--- config.mk ---
export PLATFORM = sky130hd
export DESIGN_NAME = fsm_moore_observer
export DESIGN_NICKNAME = d
export VERILOG_FILES = /design/src/rtl/fsm_moore_observer.sv
export SDC_FILE = /design/constraint.sdc
export NUM_CORES = 1
export LEC_CHECK = 0
export ABC_CLOCK_PERIOD_IN_PS = 9300
export BUFFER_PORTS_ARGS = -buffer_cell sky130_fd_sc_hd__buf_2
export CORE_UTILIZATION = 56
export CTS_CLUSTER_SIZE = 14
export DETAILED_ROUTE_END_ITERATION = 10
export GPL_ROUTABILITY_DRIVEN = 0
export PLACE_DENSITY = 0.78
export SYNTH_ARGS = -nofsm -noshare
export SYNTH_HDL_FRONTEND = slang
export SYNTH_SLANG_ARGS = --single-unit
export TNS_END_PERCENT = 5
--- constraint.sdc ---
create_clock -name clk -period 9.3 [get_ports clk]
set_clock_uncertainty 0.15 [all_clocks]
set_input_delay 0.93 -clock clk [delete_from_list [all_inputs] [get_ports clk]]
set_output_delay 0.93 -clock clk [all_outputs]
set_load 0.05 [all_outputs]
--- src/rtl/fsm_moore_observer.sv ---
// Passive state observer for the 4-state Moore controller: tracks the set of states
// consistent with the sampled input/output streams and reports lock/estimate/mismatch.
module fsm_moore_observer #(
    parameter int unsigned CNT_W = 8
) (
    input  logic             clk,
    input  logic             reset,
    input  logic             clear,
    input  logic             obs_valid,
    input  logic [1:0]       obs_in,
    input  logic [1:0]       obs_out,
    output logic [3:0]       cand,
    output logic             locked,
    output logic [1:0]       est_state,
    output logic [1:0]       pred_out,
    output logic             mismatch,
    output logic [CNT_W-1:0] mismatch_cnt
);

    typedef enum logic {StHunt, StLock} mode_e;

    mode_e            mode_q, mode_d;
    logic [3:0]       cand_q, cand_d;
    logic [1:0]       est_q, est_d;
    logic [1:0]       pred_q, pred_d;
    logic             mis_q, mis_d;
    logic [CNT_W-1:0] cnt_q, cnt_d;
    logic [3:0]       filt;
    logic [3:0]       succ;

    function automatic logic [1:0] next_state(input logic [1:0] s, input logic [1:0] in);
        logic [7:0] row;
        unique case (s)
            2'd0:    row = {2'd1, 2'd0, 2'd0, 2'd3};
            2'd1:    row = {2'd2, 2'd0, 2'd0, 2'd3};
            2'd2:    row = {2'd2, 2'd1, 2'd1, 2'd0};
            default: row = {2'd1, 2'd2, 2'd2, 2'd2};
        endcase
        return row[2*in +: 2];
    endfunction

    function automatic logic [1:0] state_out(input logic [1:0] s);
        unique case (s)
            2'd0:    return 2'b10;
            2'd1:    return 2'b01;
            2'd2:    return 2'b00;
            default: return 2'b10;
        endcase
    endfunction

    // States able to emit a given output; 11 is never legal.
    function automatic logic [3:0] out_mask(input logic [1:0] o);
        unique case (o)
            2'b10:   return 4'b1001;
            2'b01:   return 4'b0010;
            2'b00:   return 4'b0100;
            default: return 4'b0000;
        endcase
    endfunction

    function automatic logic [1:0] encode(input logic [3:0] oh);
        logic [1:0] r;
        r = 2'd0;
        for (int i = 0; i < 4; i++) begin
            if (oh[i]) r = 2'(i);
        end
        return r;
    endfunction

    always_comb begin
        filt = cand_q & out_mask(obs_out);
        succ = 4'b0000;
        for (int i = 0; i < 4; i++) begin
            if (filt[i]) succ[next_state(2'(i), obs_in)] = 1'b1;
        end
    end

    always_comb begin
        mode_d = mode_q;
        cand_d = cand_q;
        est_d  = est_q;
        pred_d = pred_q;
        mis_d  = 1'b0;
        cnt_d  = cnt_q;
        if (clear) begin
            mode_d = StHunt;
            cand_d = 4'b1111;
            est_d  = 2'b00;
            pred_d = 2'b00;
        end else if (obs_valid) begin
            if (filt == 4'b0000) begin
                mode_d = StHunt;
                cand_d = 4'b1111;
                est_d  = 2'b00;
                pred_d = 2'b00;
                mis_d  = 1'b1;
                if (cnt_q != {CNT_W{1'b1}}) cnt_d = cnt_q + CNT_W'(1);
            end else begin
                cand_d = succ;
                if ($onehot(succ)) begin
                    mode_d = StLock;
                    est_d  = encode(succ);
                    pred_d = state_out(encode(succ));
                end else begin
                    mode_d = StHunt;
                    est_d  = 2'b00;
                    pred_d = 2'b00;
                end
            end
        end
    end

    always_ff @(posedge clk or posedge reset) begin
        if (reset) begin
            mode_q <= StHunt;
            cand_q <= 4'b1111;
            est_q  <= 2'b00;
            pred_q <= 2'b00;
            mis_q  <= 1'b0;
            cnt_q  <= '0;
        end else begin
            mode_q <= mode_d;
            cand_q <= cand_d;
            est_q  <= est_d;
            pred_q <= pred_d;
            mis_q  <= mis_d;
            cnt_q  <= cnt_d;
        end
    end

    assign cand         = cand_q;
    assign locked       = (mode_q == StLock);
    assign est_state    = est_q;
    assign pred_out     = pred_q;
    assign mismatch     = mis_q;
    assign mismatch_cnt = cnt_q;

endmodule
==> results <==
- The total negative setup slack is 0 ps.
- Clock tree synthesis selected as its root buffer the cell clkbuf_4.
- The maximum single-stage delay on the critical path is ~450 ps.
- The final routed wirelength across all metal layers is about 2.0 mm.
- The tool flagged a number of max-cap violations equal to 0.
- When the netlist entered floorplanning its net count stood at between 100 and 150.
- The area of combinational cells with multiple inputs is between 600 and 700 um2.
- In this run the worst path has a maximum fanout of 5.
- The final-layout worst hold slack is roughly 330 ps.
- The die is ~47 um tall.
- The worst hold path passes through 2 cells.
- The slowest stage of the critical path belongs to the cell fa_1.
- The overall overflow remaining after global route is 0.
- The setup path with the least slack is of type in -> reg.
- The max-slew violation count is 0.
- The die is between 40 and 50 um wide.
- Detailed routing placed a total of about 900 um of wire on met2.
- The overall die area is approximately 0.0022 mm2.
- The number of nets at the end of the flow is about 150.
- The slew at the pin closest to its max-slew limit is 644 ps.
- The proportion of synthesized chip area in sequential cells is 0.402.
- Yosys mapped a number of flops with a built-in enable equal to 0.
- STA puts the critical path data arrival time at between 3000 and 4000 ps.
- In the finished design, the share of the clock period the worst path needs comes to 0.385.
- Counting the fill cells in the layout gives approximately 140.
- The worst setup path is launched from an input port.
- Counting both buffers and inverters, the worst setup path holds a total of 2.
- The final hold violation count is 0.
- After synthesis the netlist holds a flip-flop and latch count of 18.
- The run finished with clean final reports.
- The smallest clock period supported by the final layout is computed as 3580 ps.
- The average instance area after synthesis is roughly 11 um2.
- The number of sinks handled by clock tree synthesis is 18.
- Setup repair after global routing left no endpoint under its margin.
- The met1 wire length is a little over 1 mm.
- TritonCTS built the clock tree.
- The max-slew headroom at the worst pin is 0.570.
- TritonCTS created 3 clock buffers.
- Static timing analysis puts the maximum clock frequency at between 200 and 300 MHz.
- The cell count after synthesis is around 110.
- The kind of capture point of the worst setup path is a flop.
- The remaining number of nets flagged by the antenna check after routing is 0.
- The number of instances resized during post-cts repair is 0.
- The required time of the worst setup path is around 9400 ps.
- For this run, the number of Yosys warnings is 0.
- The number of global-route vias before repair is 795.
- In the routed layout, each cell is associated on average with a via count of ~5.6.
- The repair_antennas step left the layout with diodes totalling 0.
- The number of antenna violations at the first check in global routing is 0.
- The wire length per cell after detailed routing is between 10 and 15 um.
- The post-detailed-placement cell area is roughly 0.0013 mm2.
- The fraction of registers with async set/reset is 1.00.
- The post-cts hold buffer count is 0.
- The pin count of the biggest net entering global routing is 19.
- In the final layout, the share of cells above drive strength 1 is 0.301.
- The design draws about 0.29 mW.
- The tightest min-delay check is of the reg -> reg type.
- In this run the tool buffered the top-level ports with 25 buffer cells.
- The endpoint with the worst hold slack is locked.
- The worst vdd rail ir drop is ~0.24 mV.
- The placeable core area is around 0.0018 mm2.
- The later pin in the worst-skew pair is clocked with a latency of approximately 300 ps.
- For this run, design rule violations remaining after detail routing come to 0.
- Buffers added to address setup during post-CTS repair amount to 0.
- The register-to-register path setup slack is ~6000 ps.
- The wire length on met3 is about 86 um.
- The number of different library cells in the post-synthesis netlist is 40.
- The total number of H-tree levels is 1.
- The leakage power summed over all cells is between 0.6 and 0.7 nW.
- The first global-routing pass estimated approximately 3.3 mm of wire.
- For this run, the total global-route usage over all layers was measured as 0.214.
- The power per cell area is about 220 mW/mm2.
- The violation count after the first detailed-routing iteration is 22.
- The post-synthesis to final-layout area growth is 15.4%.
- For this configuration, the core starts out at a cell density of 0.628.
- Measured in cells, the most critical reg-to-reg path has a length of 10.
- The mapped netlist covers 0.00113 mm2.
- The number of rows in the core area is 15.
- Once detailed placement completed, the half-perimeter wirelength came to about 1.6 mm.
- The buffer levels on the longest clock path is 2.
- Setup violations remaining at the end of the flow were counted as 0.
- The primary flip-flop cell chosen by synthesis mapping is dfrtp_1.
- The pre-antenna-repair detailed-routing pass consisted of 4 iterations.
- In the final layout, flip-flops and latches occupy about 460 um2.
- For this block, the via count after detailed routing is ~900.
- The beginning of the worst hold path is locked.
- Once layout is done, the placed cells without fillers occupy 0.00131 mm2.
- The critical path goes through buf_2, inv_1, ha_1, and2_1, a221o_1, fa_1, ha_1, ha_1, nor3b_1, nand3_1, o31ai_1.
- The capture point of the worst reg-to-reg path is est_state[0].
- For this design the top-level I/O count stands at 26.
- The kind of cell adding the most delay to the critical path is adder cells.
- Clock-pin slew was measured on the worst setup and hold paths at 100 ps.
- In this design, the critical path's most frequently occurring cell is ha_1.
- The highest routed metal layer is met4.
- The startpoint of the worst-slack reg-to-reg timing path is cand[2].
[routing by layer]
layer  vias to the layer above  global-route usage
li1                        443                   -
met1                       409               0.278
met2                        27               0.336
met3                         4              0.0577
met4                         0              0.0971
met5                         -                   0
[registers in the layout, summed over array words and instances, names as in the netlist]
name / flops
mismatch_cnt: 8
cand: 4
est_state: 2
pred_out: 2
locked: 1
mismatch: 1
[through the flow]
stage               setup WS (ps)  std cells   util
floorplan                    5740        106      -
detailed placement           5380        154  0.705
CTS                          5700        158  0.725
global route                 5580        158  0.725
global placement             5510        154  0.705
finish                       5720        158  0.725
[area by class of cell]
class,count,area share
inverters,11,0.0316
repair buffers,25,0.0958
well taps,25,0.0239
flip-flops and latches,18,0.349
multi-input cells,75,0.472
clock buffers,4,0.0278
[synth_stat cells, types with 2 or more instances]
cell | instances | share of area
and2_1 | 2 | 0.011
inv_1 | 11 | 0.036
dfstp_2 | 4 | 0.093
o31ai_1 | 2 | 0.013
nor2_1 | 4 | 0.013
o21ai_1 | 3 | 0.013
nor3b_1 | 2 | 0.013
ha_1 | 8 | 0.088
xor2_1 | 5 | 0.039
nand3_1 | 3 | 0.013
nand2_1 | 11 | 0.036
nor4_1 | 2 | 0.011
nand3b_1 | 3 | 0.020
a2111oi_2 | 2 | 0.027
a21oi_1 | 2 | 0.0088
o32a_1 | 5 | 0.044
dfrtp_1 | 14 | 0.31
[how the worst max path moves through the flow]
stage,start,to,cells past startpoint,slack (ps)
2_1_floorplan,obs_in[0],est_state[0],10,5740
3_3_place_gp,obs_in[0],est_state[0],11,5510
3_5_place_dp,obs_in[0],est_state[0],11,5380
4_1_cts,obs_in[0],est_state[0],11,5700
5_1_grt,obs_in[0],est_state[0],11,5580
6_report,obs_in[0],est_state[0],11,5720
[kinds of logic (layout without fill, tap and decap cells)]
kind of cell | Yosys count | after routing | synth area share
simple gates | 34 | 34 | 0.180
compound gates | 25 | 25 | 0.202
flops | 18 | 18 | 0.402
buf+inv | 13 | 40 | 0.0530
fa+ha+maj | 9 | 9 | 0.106
xor+xnor | 6 | 6 | 0.0464
mux | 1 | 1 | 0.00994
[layout by cell type, fill, tap and decap left out, types with 2 or more instances in the layout]
| cell type | n |
|---|---|
| o32a_1 | 5 |
| nor2_1 | 4 |
| and2_1 | 2 |
| nor4_1 | 2 |
| inv_1 | 11 |
| ha_1 | 8 |
| nand3_1 | 3 |
| buf_2 | 25 |
| dfstp_2 | 4 |
| nand3b_1 | 3 |
| a2111oi_2 | 2 |
| xor2_1 | 5 |
| o31ai_1 | 2 |
| a21oi_1 | 2 |
| dfrtp_1 | 14 |
| nand2_1 | 11 |
| nor3b_1 | 2 |
| o21ai_1 | 3 |
| clkbuf_4 | 3 |
[worst register-to-register path, stage by stage (launching register included)]
cell	delay [ps]
dfstp_2	580
nor3b_1	330
a21oi_1	80
o22a_1	250
inv_1	120
fa_1	400
ha_1	190
ha_1	270
nor3b_1	270
nand3_1	210
o31ai_1	270
[power breakdown]
part / switching, mW / total, mW / internal, mW
registers: 0.0189 / 0.114 / 0.0953
logic: 0.0950 / 0.130 / 0.0346
clock network: 0.0236 / 0.0475 / 0.0239
(Power assumes the default switching activity.)
